<file path="config.mk">
export PLATFORM = sky130hd
export DESIGN_NAME = ov9655_capture_seq
export DESIGN_NICKNAME = d
export VERILOG_FILES = /design/src/rtl/ov9655cpt_pkg.sv /design/src/rtl/ov9655cpt_line_chk.sv /design/src/rtl/ov9655_capture_seq.sv
export SDC_FILE = /design/constraint.sdc
export NUM_CORES = 1
export LEC_CHECK = 0
export ABC_AREA = 0
export CORE_ASPECT_RATIO = 1.25
export CORE_UTILIZATION = 48
export DETAILED_ROUTE_END_ITERATION = 6
export PLACE_DENSITY = 0.88
export SETUP_SLACK_MARGIN = 0.5
export SLEW_MARGIN = 20
export SYNTH_ARGS = -nofsm -noshare
export SYNTH_HDL_FRONTEND = slang
export SYNTH_HIERARCHICAL = 1
export SYNTH_SLANG_ARGS = --single-unit
</file>
<file path="constraint.sdc">
create_clock -name clk_int -period 4.1 [get_ports clk_int]
set_input_delay 0.41 -clock clk_int [delete_from_list [all_inputs] [get_ports clk_int]]
set_output_delay 0.41 -clock clk_int [all_outputs]
set_load 0.05 [all_outputs]
</file>
<file path="src/rtl/ov9655cpt_pkg.sv">
// Shared types and command codes for the OV9655 capture sequencer.
package ov9655cpt_pkg;

  typedef enum logic [1:0] {
    ST_IDLE     = 2'd0,
    ST_ARM      = 2'd1,
    ST_CAPTURE  = 2'd2,
    ST_STOPPING = 2'd3
  } cpt_state_e;

  localparam logic [1:0] CTRL_STOP  = 2'd0;
  localparam logic [1:0] CTRL_START = 2'd1;
  localparam logic [1:0] CTRL_ABORT = 2'd2;

endpackage

</file>
<file path="src/rtl/ov9655cpt_line_chk.sv">
// Per-line byte counter; flags a sticky error when a line's byte count differs from line_size.
module ov9655cpt_line_chk #(
  parameter int CNT_W = 32
) (
  input  logic             clk_int,
  input  logic             reset_int,
  input  logic             clr,
  input  logic             en,
  input  logic             pix_valid,
  input  logic             line_end,
  input  logic [CNT_W-1:0] line_size,
  output logic             err
);

  logic [CNT_W-1:0] cnt_q;
  logic [CNT_W-1:0] cnt_total;

  // A byte accepted on the line_end cycle still belongs to the line being closed.
  assign cnt_total = cnt_q + CNT_W'(pix_valid);

  always_ff @(posedge clk_int) begin
    if (reset_int) begin
      cnt_q <= '0;
      err   <= 1'b0;
    end else begin
      if (clr) err <= 1'b0;
      if (!en) begin
        cnt_q <= '0;
      end else if (line_end) begin
        cnt_q <= '0;
        if (cnt_total != line_size) err <= 1'b1;
      end else if (pix_valid) begin
        cnt_q <= cnt_q + CNT_W'(1);
      end
    end
  end

endmodule

</file>
<file path="src/rtl/ov9655_capture_seq.sv">
// OV9655 frame capture sequencer: arms on START, captures whole frames, counts them.
// Optional line-length checking is built when OV9655CPT_LINE_CHECK_EN is defined.
//
// state    | meaning
// IDLE     | stopped, capture gated off
// ARM      | waiting for frame_start so a frame is never captured partially
// CAPTURE  | capture enabled, counting the frame on frame_end
// STOPPING | STOP seen mid-frame; finish and count this frame, then IDLE
module ov9655_capture_seq
  import ov9655cpt_pkg::*;
#(
  parameter int CNT_W = 32
) (
  input  logic             clk_int,
  input  logic             reset_int,
  input  logic [1:0]       ctrl_i,
  input  logic             ctrl_strb_i,
  input  logic [CNT_W-1:0] frames_set_i,
  input  logic [CNT_W-1:0] line_size_i,
  input  logic             frame_start_i,
  input  logic             frame_end_i,
  input  logic             pix_valid_i,
  input  logic             line_end_i,
  output logic             cap_en_o,
  output logic             act_o,
  output logic [CNT_W-1:0] frames_cur_o,
  output logic             done_o,
  output logic             err_o
);

  cpt_state_e       state_q, state_d;
  logic             cnt_evt, done_evt;
  logic             start_cmd, stop_cmd, abort_cmd, clr_run;
  logic [CNT_W-1:0] frames_inc;
  logic             target_hit;

  assign start_cmd  = ctrl_strb_i && (ctrl_i == CTRL_START);
  assign stop_cmd   = ctrl_strb_i && (ctrl_i == CTRL_STOP);
  assign abort_cmd  = ctrl_strb_i && (ctrl_i == CTRL_ABORT);
  assign clr_run    = (state_q == ST_IDLE) && start_cmd;
  assign frames_inc = frames_cur_o + CNT_W'(1);
  assign target_hit = (frames_set_i != '0) && (frames_inc == frames_set_i);

  always_ff @(posedge clk_int) begin
    if (reset_int) state_q <= ST_IDLE;
    else           state_q <= state_d;
  end

  always_comb begin
    state_d  = state_q;
    cnt_evt  = 1'b0;
    done_evt = 1'b0;
    case (state_q)
      ST_IDLE: if (start_cmd) state_d = ST_ARM;
      ST_ARM: begin
        if (stop_cmd)           state_d = ST_IDLE;
        else if (frame_start_i) state_d = ST_CAPTURE;
      end
      ST_CAPTURE: begin
        // A coincident frame_start is deliberately left unconsumed: we re-arm and wait.
        if (frame_end_i) begin
          cnt_evt = 1'b1;
          if (target_hit) begin
            state_d  = ST_IDLE;
            done_evt = 1'b1;
          end else if (stop_cmd) begin
            state_d = ST_IDLE;
          end else begin
            state_d = ST_ARM;
          end
        end else if (stop_cmd) begin
          state_d = ST_STOPPING;
        end
      end
      ST_STOPPING: begin
        if (frame_end_i) begin
          cnt_evt = 1'b1;
          state_d = ST_IDLE;
        end
      end
      default: state_d = ST_IDLE;
    endcase
    if (abort_cmd) begin
      state_d  = ST_IDLE;
      cnt_evt  = 1'b0;
      done_evt = 1'b0;
    end
  end

  always_comb begin
    cap_en_o = (state_q == ST_CAPTURE) || (state_q == ST_STOPPING);
    act_o    = (state_q != ST_IDLE);
  end

  always_ff @(posedge clk_int) begin
    if (reset_int) begin
      frames_cur_o <= '0;
      done_o       <= 1'b0;
    end else begin
      done_o <= done_evt;
      if (clr_run)      frames_cur_o <= '0;
      else if (cnt_evt) frames_cur_o <= frames_inc;
    end
  end

`ifdef OV9655CPT_LINE_CHECK_EN
  ov9655cpt_line_chk #(
    .CNT_W (CNT_W)
  ) u_line_chk (
    .clk_int   (clk_int),
    .reset_int (reset_int),
    .clr       (clr_run),
    .en        (cap_en_o),
    .pix_valid (pix_valid_i),
    .line_end  (line_end_i),
    .line_size (line_size_i),
    .err       (err_o)
  );
`else
  logic unused_line_inputs;
  assign unused_line_inputs = ^{line_size_i, pix_valid_i, line_end_i};
  assign err_o = 1'b0;
`endif

endmodule

</file>
# == Word level (Yosys, flattened, before mapping) ==
# Cells that the tools add are included.
# word_totals
register_bits,35
latchBits,0
ramBits,0
mem_bits_ro,0
out_inout_bits,36
n_memories,0
# op_classes
add_sub_neg,1
n_mul,0
div,0
order_cmp,0
eq_ne,10
shift,0
mux,13
n_bitwise,2
n_reduce_logical,15
# op_table
operator,n
$add 32x1->32 const B,1
$eq 32x32->1,1
$reduce_bool 32->1,1
$mux 2,6
$pmux 2 s4,1
$eq 2x2->1 const B,3
$mux 1,6
$ne 3x3->1 const B,2
$reduce_or 2->1,3
$logic_and 1x1->1,5
$eq 2x1->1 const B,2
$logic_not 2->1,2
$ne 2x2->1 const B,2
$reduce_and 4->1,1
$reduce_or 4->1,1
$not 1->1,2
$reduce_bool 2->1,1
$logic_or 1x1->1,1

# == Longest topological paths before layout ==
# Gate-level depths: netlist (run 1).
# logic_depth
ltp_word,6
ltp_mapped,10

# == Worst setup path after synthesis (run 1) ==
# OpenSTA, ideal clock, no wires.
# synth_path
path_kind,register -> register
from,register frames_cur_o[0]
to,register state_q[0]
setup_ns,0.123
arrival_time_ns,3.064
required_ns,3.977
path_slack_ns,0.913
stages_incl_launch_ff,10
path_buffers,0
synth_period_minus_slack_ns,3.187
cell_sequence,dfxtp_1 > ha_1 > nand2_1 > nor4_1 > nand2_1 > o21a_1 > or4_1 > or4_1 > o21ai_1 > a21oi_1
# synth_between
elab_chain_cells,6
# synth_lines
item,line_no,rtl
start: declaration,ov9655_capture_seq.sv:26,"output logic [CNT_W-1:0] frames_cur_o,"
start signal: assignment,ov9655_capture_seq.sv:102,else if (cnt_evt) frames_cur_o <= frames_inc;
$add 32x1->32,ov9655_capture_seq.sv:41,assign frames_inc = frames_cur_o + CNT_W'(1);
$eq 32x32->1,ov9655_capture_seq.sv:42,assign target_hit = (frames_set_i != '0) && (frames_inc == frames_set_i);
$logic_and 1x1->1,ov9655_capture_seq.sv:42,
$mux 1,ov9655_capture_seq.sv:63,if (target_hit) begin
$mux 2,ov9655_capture_seq.sv:61,if (frame_end_i) begin
$pmux 2 s4,ov9655_capture_seq.sv:53,case (state_q)
end signal: assignment,ov9655_capture_seq.sv:46,else state_q <= state_d;
end: declaration,ov9655_capture_seq.sv:31,"cpt_state_e state_q, state_d;"
# No other way between the ends.
# A chain may end at the register's enable or synchronous reset.

# == Final worst setup path (run 1) ==
# layout_path
from,register frames_cur_o[4]
to,register done_o
# layout_between
elab_chain_cells,4
# layout_lines
item,line_no,rtl
$add 32x1->32,ov9655_capture_seq.sv:41,
$eq 32x32->1,ov9655_capture_seq.sv:42,
$logic_and 1x1->1,ov9655_capture_seq.sv:42,
$mux 1,ov9655_capture_seq.sv:63,
end signal: assignment,ov9655_capture_seq.sv:100,done_o <= done_evt;
end: declaration,ov9655_capture_seq.sv:27,"output logic done_o,"
# No other way between the ends.

==> impl_metrics.sql, run 1 <==
INSERT INTO impl_metrics (metric_group, metric, value, unit) VALUES
('floorplanning', 'die_w', '69.4', 'um'),
('outcome', 'status', 'complete, no violations', ''),
('yosys', 'synth_common_cells', 'sky130_fd_sc_hd__nor2_1 (41), sky130_fd_sc_hd__nand2_1 (37), sky130_fd_sc_hd__dfxtp_1 (35)', ''),
('timing', 'period_share', '78.1', '%'),
('timing', 'finalSetupTns', '0', 'ps'),
('yosys', 'ys_warn_count', '6', ''),
('hold_path', 'hold_class', 'reg -> reg', ''),
('clock_network', 'postCtsHoldBufs', '0', ''),
('yosys', 'share_of_synthesized_flip_flops_with_an_asynchronous_set_or_reset', '0', '%'),
('yosys', 'synth.cell_area', '2720', 'sq um'),
('job', 'drv.max_cap_violation_count', '0', ''),
('timing', 'final-max-slew-violation-count', '0', ''),
('global_routing', 'maximum_number_of_pins_on_one_net_before_global_route_repair', '33', ''),
('yosys', 'syn-num-nets', '443', ''),
('route', 'totalWireLength', '7990', 'um'),
('clock_network', 'cts-buffers-inserted', '5', ''),
('global_routing', 'initial_antenna_violation_count', '0', ''),
('worst_setup_path', 'timing.critical_path.arrival', '3390', 'ps'),
('yosys', 'synth_sequential_area_ratio', '25.7', '%'),
('pwr', 'vdd_ir_drop_max', '0.106', 'mV'),
('timing', 'worst_hold_slack', '524', 'ps'),
('place', 'buffer_ports.inserted', '73', ''),
('clock_network', 'clockBufferDepth', '2', ''),
('global_routing', 'global_route_wire_length_before_repair', '13100', 'um'),
('yosys', 'synthCells', '369', ''),
('clock_network', 'post_cts_resized', '0', ''),
('timing', 'fmaxAchievable', '0.312', 'GHz'),
('timing', 'setup-violations-final', '0', ''),
('yosys', 'synth.top_cells.by_area', 'sky130_fd_sc_hd__dfxtp_1 (26%), sky130_fd_sc_hd__xor2_1 (11%), sky130_fd_sc_hd__xnor2_1 (10%), sky130_fd_sc_hd__nor2_1 (5.6%), sky130_fd_sc_hd__nand2_1 (5.1%)', ''),
('pwr', 'p_leak', '1.09', 'nW'),
('clock_network', 'clkLatencyLatePin', '290', 'ps'),
('yosys', 'yosysTopAreaCell', 'sky130_fd_sc_hd__dfxtp_1', ''),
('global_routing', 'grt_pass1_vias', '2727', ''),
('yosys', 'flip_flop_and_latch_count_after_synthesis', '35', ''),
('route', 'ant_nets', '0', ''),
('clock_network', 'worst_setup_hold_path_clk_slew', '70', 'ps'),
('yosys', 'syn-mean-instance-area', '7.38', 'sq um'),
('yosys', 'synth_ff_type', 'sky130_fd_sc_hd__dfxtp_1', ''),
('route', 'post-route-drc-count', '0', ''),
('clock_network', 'htreeDepth', '2', ''),
('cells_and_area', 'final_cell_area', '3530', 'sq um'),
('pwr', 'power.density_cell_area', '202', 'nW/um^2'),
('pwr', 'post-layout-total-power', '712', 'uW'),
('clock_network', 'tritoncts', 'done', ''),
('place', 'last_weighted_congestion_value_of_the_routability_driven_placer', '0.908', ''),
('worst_setup_path', 'crit_type', 'reg -> reg', ''),
('floorplanning', 'floorplan_die_area', '5980', 'sq um'),
('place', 'place_hpwl', '6060', 'um'),
('yosys', 'synth_top_cell_area_share', '25.7', '%'),
('cells_and_area', 'fin_nets', '503', ''),
('clock_network', 'cts_root_buffer', 'sky130_fd_sc_hd__clkbuf_8', ''),
('worst_setup_path', 'worstSetupStartpointType', 'register', ''),
('timing', 'max_slew_margin', '51.0', '%'),
('floorplanning', 'initial_core_util', '50.0', '%'),
('cells_and_area', 'post_route_cells_drive_above_1_share', '3.95', '%'),
('yosys', 'synthMostInstantiatedCell', 'sky130_fd_sc_hd__nor2_1', ''),
('cells_and_area', 'antennaDiodeCount', '0', ''),
('global_routing', 'grt_remaining_overflow', '0', ''),
('yosys', 'synth_enable_flop_cells', '0', ''),
('route', 'drt-wirelength-per-cell', '16.2', 'um'),
('timing', 'worst_clock_skew', '9.51', 'ps'),
('place', 'post_place_instance_area', '3450', 'sq um'),
('timing', 'rsz_0062_raised_after_global_routing', 'no', ''),
('floorplanning', 'coreArea', '5440', 'sq um'),
('worst_setup_path', 'critPathMaxFanout', '13', ''),
('timing', 'report.final.hold_viol_count', '0', ''),
('route', 'avgViaCountPerCell', '6.03', ''),
('clock_network', 'clkSinkCount', '35', ''),
('worst_setup_path', 'worst_setup_end_kind', 'register', ''),
('timing', 'period_needed', '3200', 'ps'),
('floorplanning', 'fp.dieH', '86.2', 'um');
## per-stage QoR
stage | std cells | utilization (%) | setup slack [ps]
global route | 494 | 64.9 | 573
finish | 494 | 64.9 | 897
CTS | 494 | 64.9 | 935
detailed placement | 486 | 63.4 | 956
global placement | 486 | 63.4 | 973
floorplan | 369 | - | 913
## metal layers
metal | global-route usage [%] | share of wire (%) | up-vias
met4 | 12.2 | 2.5 | 0
met1 | 32.9 | 43 | 1395
met5 | 0 | 0 | -
met3 | 3.95 | 5.9 | 18
li1 | - | - | 1430
met2 | 47.2 | 49 | 134
## layout by cell type (no fill, tap or decap), types with 2 or more instances in the layout
cell / instances
sky130_fd_sc_hd__clkdlybuf4s50_1: 73
sky130_fd_sc_hd__nor2_1: 41
sky130_fd_sc_hd__nand2_1: 37
sky130_fd_sc_hd__dfxtp_1: 35
sky130_fd_sc_hd__xor2_1: 33
sky130_fd_sc_hd__xnor2_1: 32
sky130_fd_sc_hd__nor4_1: 18
sky130_fd_sc_hd__o21ai_0: 16
sky130_fd_sc_hd__a21oi_1: 16
sky130_fd_sc_hd__nand3_1: 14
sky130_fd_sc_hd__nand4_1: 14
sky130_fd_sc_hd__or3_1: 13
sky130_fd_sc_hd__nor3_1: 13
sky130_fd_sc_hd__nand2b_1: 5
sky130_fd_sc_hd__clkbuf_8: 5
sky130_fd_sc_hd__inv_1: 4
sky130_fd_sc_hd__nand3b_1: 4
sky130_fd_sc_hd__or4_1: 4
sky130_fd_sc_hd__and3_1: 4
sky130_fd_sc_hd__o31ai_1: 4
sky130_fd_sc_hd__nor2b_1: 3
sky130_fd_sc_hd__and4_1: 2
sky130_fd_sc_hd__or2_2: 2
sky130_fd_sc_hd__o21a_1: 2
sky130_fd_sc_hd__nor4b_1: 2
sky130_fd_sc_hd__or3b_2: 2
sky130_fd_sc_hd__a211oi_1: 2
sky130_fd_sc_hd__o22ai_1: 2
sky130_fd_sc_hd__and2_1: 2
sky130_fd_sc_hd__o2111ai_1: 2
sky130_fd_sc_hd__clkbuf_1: 2
sky130_fd_sc_hd__buf_4: 2
## area by class of cell
class / count / area [sq um]
multi-input combinational: 308 / 1910
fill: 486 / 1910
timing repair buffer: 75 / 746
sequential: 35 / 701
tap: 64 / 80.1
clock buffer: 7 / 76.3
inverter: 4 / 15.0
clock inverter: 1 / 5.00
## kinds of logic after synthesis
| logic type | count (synthesis) | share of synthesized area (%) |
|---|---|---|
| flip-flops | 35 | 25.7 |
| other | 1 | 0.138 |
| XOR/XNOR | 65 | 20.9 |
| AND/OR/NAND/NOR | 184 | 35.3 |
| adder cells (fa/ha/maj) | 2 | 0.827 |
| AO/OA/AOI/OAI | 54 | 12.2 |
| multiplexers | 2 | 0.781 |
| buffers and inverters | 26 | 4.09 |
## critical path, cell delays in order (launching register included)
cell                        delay, ps
sky130_fd_sc_hd__dfxtp_1          470
sky130_fd_sc_hd__nand3_2          290
sky130_fd_sc_hd__or4_1            800
sky130_fd_sc_hd__or3_1            460
sky130_fd_sc_hd__o31ai_1          230
sky130_fd_sc_hd__nand4_1          180
sky130_fd_sc_hd__nor4_1           320
sky130_fd_sc_hd__o2111ai_1        150
sky130_fd_sc_hd__nor4_1           200
## state kept, by name, indices dropped and copies added (netlist names)
name / cells
state_q: 2
done_o: 1
frames_cur_o: 32
## report_power, final
group          switching, mW  internal, mW
combinational         0.0610        0.0608
sequential           0.00320         0.341
clock                  0.126         0.119
total                  0.191         0.522
## final timing paths
check / to / start / cells after the start
max: done_o / frames_cur_o[4] / 8
min: frames_cur_o[1] / frames_cur_o[1] / 2
max reg2reg: done_o / frames_cur_o[4] / 8
min reg2reg: frames_cur_o[1] / frames_cur_o[1] / 2
No activity file was read; power rests on OpenSTA's default activity.
==> run 2: changes to the inputs <==
--- a/config.mk
+++ b/config.mk
@@ -7,9 +7,9 @@
 export LEC_CHECK = 0
 export ABC_AREA = 0
 export CORE_ASPECT_RATIO = 1.25
-export CORE_UTILIZATION = 48
+export CORE_UTILIZATION = 40
 export DETAILED_ROUTE_END_ITERATION = 6
-export PLACE_DENSITY = 0.88
+export PLACE_DENSITY = 0.78
 export SETUP_SLACK_MARGIN = 0.5
 export SLEW_MARGIN = 20
 export SYNTH_ARGS = -nofsm -noshare
==> constraint.sdc (replaced) <==
create_clock -name clk_int -period 2.74 [get_ports clk_int]
set_input_delay 0.274 -clock clk_int [delete_from_list [all_inputs] [get_ports clk_int]]
set_output_delay 0.274 -clock clk_int [all_outputs]
set_load 0.05 [all_outputs]
==> run 2 against run 1 <==
  * Flip-flop and latch count did not move
  * First-iteration DRC count shrank 30%
  * Design area is 18% higher
  * Global-route usage down 1.4 points
  * Clock skew shrank 7.0 ps
  * Worst hold slack worse by 2.7 ps
  * Via count increased by 7.0%
  * Sequential share of layout area decreased by 1.2 points
  * Largest cell class unchanged
  * Sequential power grew 45%
  * Critical path depth unchanged
  * Largest power group unchanged
  * Critical path type unchanged
==> impl_metrics.sql, run 2 (synthesis results as in run 1) <==
INSERT INTO impl_metrics (metric_group, metric, value, unit) VALUES
('clock_network', 'worst_setup_hold_path_clk_slew', '70', 'ps'),
('cells_and_area', 'finalNonFillerCells', '559', ''),
('floorplanning', 'fp.dieH', '94.3', 'um'),
('cells_and_area', 'max_flop_register', 'frames_cur_o', ''),
('hold_path', 'worst_hold_startpoint', 'frames_cur_o[31]', ''),
('worst_setup_path', 'critPathMaxFanout', '4', ''),
('route', 'initialDrtViolationCount', '138', ''),
('cells_and_area', 'area_delta_synth_final', '52.6', '%'),
('job', 'drv.max_cap_violation_count', '0', ''),
('timing', 'fmaxAchievable', '0.386', 'GHz'),
('cells_and_area', 'fillers', '590', ''),
('outcome', 'status', 'complete, no violations', ''),
('global_routing', 'maximum_number_of_pins_on_one_net_before_global_route_repair', '33', ''),
('hold_path', 'hold_path_depth', '2', ''),
('floorplanning', 'die_w', '75.8', 'um'),
('floorplanning', 'coreArea', '6570', 'sq um'),
('hold_path', 'hold_endpoint', 'frames_cur_o[31]', ''),
('pwr', 'internal-power', '885', 'uW'),
('clock_network', 'clkLatencyLatePin', '290', 'ps'),
('hold_path', 'hold_class', 'reg -> reg', ''),
('pwr', 'vdd_ir_drop_max', '0.161', 'mV'),
('clock_network', 'cts_root_buffer', 'sky130_fd_sc_hd__clkbuf_8', ''),
('place', 'last_weighted_congestion_value_of_the_routability_driven_placer', '0.883', ''),
('global_routing', 'grt_util_all_layers', '25.7', '%'),
('timing', 'tightestPinTransition', '718', 'ps'),
('floorplanning', 'floorplan_die_area', '7150', 'sq um'),
('timing', 'setup-violations-final', '0', ''),
('timing', 'max_slew_margin', '52.1', '%'),
('cells_and_area', 'top_regs', 'frames_cur_o x32, state_q x2, done_o x1', ''),
('clock_network', 'clockBufferDepth', '2', ''),
('global_routing', 'grt_pass1_vias', '3055', ''),
('global_routing', 'grt_remaining_overflow', '0', ''),
('timing', 'worst_hold_slack', '521', 'ps'),
('place', 'post_place_instance_area', '3770', 'sq um'),
('timing', 'final-max-slew-violation-count', '0', ''),
('cells_and_area', 'layout.area.seq', '773', 'sq um'),
('place', 'buffer_ports.inserted', '73', ''),
('timing', 'period_share', '94.5', '%'),
('clock_network', 'htreeDepth', '2', ''),
('timing', 'report.final.hold_viol_count', '0', ''),
('route', 'ant_nets', '0', ''),
('timing', 'rsz_0062_raised_after_global_routing', 'yes', ''),
('worst_setup_path', 'worstRegToRegCells', '8', ''),
('floorplanning', 'fp-row-count', '33', ''),
('route', 'totalWireLength', '8990', 'um'),
('pwr', 'power.density_cell_area', '284', 'nW/um^2'),
('cells_and_area', 'fin_nets', '545', ''),
('worst_setup_path', 'timing.critical_path.arrival', '2800', 'ps'),
('pwr', 'netSwitchingPower', '294', 'uW'),
('global_routing', 'global_route_wire_length_before_repair', '13900', 'um'),
('cells_and_area', 'largest_register_ffs', '32', ''),
('timing', 'worst_clock_skew', '2.54', 'ps'),
('worst_setup_path', 'worstSetupStartpointType', 'register', ''),
('pwr', 'power.share.switching', '24.9', '%'),
('cells_and_area', 'final_cell_area', '4160', 'sq um'),
('worst_setup_path', 'regToRegSetupSlack', '150', 'ps'),
('route', 'drt-wirelength-per-cell', '16.1', 'um'),
('pwr', 'share_comb_of_total_power', '16.3', '%'),
('cells_and_area', 'antennaDiodeCount', '0', ''),
('clock_network', 'tritoncts', 'done', ''),
('cells_and_area', 'layout.cells.most_common', 'sky130_fd_sc_hd__clkdlybuf4s50_1', ''),
('route', 'routed-via-count', '3186', ''),
('worst_setup_path', 'crit-reg2reg-capture', 'done_o', ''),
('cells_and_area', 'post_route_cells_drive_above_1_share', '23.3', '%'),
('clock_network', 'cts-buffers-inserted', '5', ''),
('cells_and_area', 'multi_input_area', '2080', 'sq um'),
('route', 'detail_route.first_pass.iterations', '4', ''),
('cells_and_area', 'final_cell_mix', 'sky130_fd_sc_hd__clkdlybuf4s50_1 (73), sky130_fd_sc_hd__buf_4 (43), sky130_fd_sc_hd__nor2_1 (40)', ''),
('pwr', 'power.clock.fraction', '41.3', '%'),
('timing', 'period_needed', '2590', 'ps'),
('global_routing', 'initial_antenna_violation_count', '0', ''),
('pwr', 'p_leak', '1.41', 'nW'),
('floorplanning', 'ios', '109', ''),
('clock_network', 'clkSinkCount', '35', ''),
('place', 'place_hpwl', '6610', 'um'),
('floorplanning', 'initial_core_util', '41.5', '%'),
('worst_setup_path', 'regToRegStartpoint', 'frames_cur_o[6]', ''),
('place', 'cell_count_after_placement', '534', ''),
('route', 'avgViaCountPerCell', '5.70', ''),
('pwr', 'seq_power_share', '42.4', '%'),
('route', 'post-route-drc-count', '0', ''),
('worst_setup_path', 'crit_type', 'reg -> reg', ''),
('worst_setup_path', 'critical_path_required_time', '2950', 'ps'),
('worst_setup_path', 'worst_setup_end_kind', 'register', '');
==> run 2: timing repair <==
item,4_1_cts,5_1_grt
setup buffers,6,11
endpoints found under the setup margin,4,4
pin swaps,3,15
hold endpoints to repair,0,0
resized for setup,12,16
hold buffers,0,0
==> run 2: worst max-delay path by stage <==
stage               startpoint          to  slack (ps)  cells after the start
6_report       frames_cur_o[6]      done_o         150                      8
5_1_grt        frames_cur_o[8]      done_o          20                      8
4_1_cts        frames_cur_o[6]  state_q[0]         180                      9
3_5_place_dp   frames_set_i[2]      done_o          -2                     10
3_3_place_gp   frames_set_i[2]      done_o          90                     10
2_1_floorplan  frames_cur_o[0]  state_q[0]         100                     10
==> run 2: through the flow <==
stage / worst slack (ps) / TNS, ps / power [mW] / util [%]
after floorplan: 95.2 / 0 / 0.600 / -
after global placement: 88.4 / 0 / 0.693 / 57.5
after detailed placement: -1.74 / -1.74 / 0.696 / 57.5
after CTS: 182 / 0 / 1.18 / 60.7
after global routing: 16.6 / 0 / 1.23 / 63.3
final: 150 / 0 / 1.18 / 63.3
==> run 2: power groups by stage <==
stage / combinational, mW / sequential, mW / clock (mW)
after CTS: 0.186 / 0.501 / 0.497
after floorplan: 0.0872 / 0.513 / 0
after global routing: 0.206 / 0.500 / 0.520
final: 0.193 / 0.500 / 0.487
after detailed placement: 0.183 / 0.513 / 0
after global placement: 0.180 / 0.513 / 0
==> run 2: cell type report <==
cell class	instances	area share (%)
inverter	4	0.361
timing repair buffer	117	25.6
sequential	35	18.6
clock buffer	6	1.99
clock inverter	2	0.843
multi-input combinational	308	50.0
tap	87	2.62
==> run 2: per-layer routing <==
metal	GRT usage [%]	wire, um	vias up	part of all wire, %
met5	0	0	-	0
met4	11.7	309	0	3.4
met3	4.72	565	30	6.3
met2	45.4	4510	142	50
met1	28.8	3610	1500	40
li1	-	-	1514	-
==> run 2: worst max-delay path, stage by stage (launching register included) <==
cell and delay, ps:
sky130_fd_sc_hd__dfxtp_4 360, sky130_fd_sc_hd__nand3_4 110, sky130_fd_sc_hd__or4_4 600, sky130_fd_sc_hd__or3_4 410, sky130_fd_sc_hd__o31ai_4 160, sky130_fd_sc_hd__nand4_1 230
sky130_fd_sc_hd__nor4_4 210, sky130_fd_sc_hd__o2111ai_2 150, sky130_fd_sc_hd__nor4_2 260
==> run 3: changes to the inputs <==
--- a/config.mk
+++ b/config.mk
@@ -8,6 +8,7 @@
 export ABC_AREA = 0
 export CORE_ASPECT_RATIO = 1.25
 export CORE_UTILIZATION = 40
+export CTS_CLUSTER_SIZE = 30
 export DETAILED_ROUTE_END_ITERATION = 6
 export PLACE_DENSITY = 0.78
 export SETUP_SLACK_MARGIN = 0.5
==> results of run 3 <==
The final DEF is identical to that of run 2; final timing and power are the same.
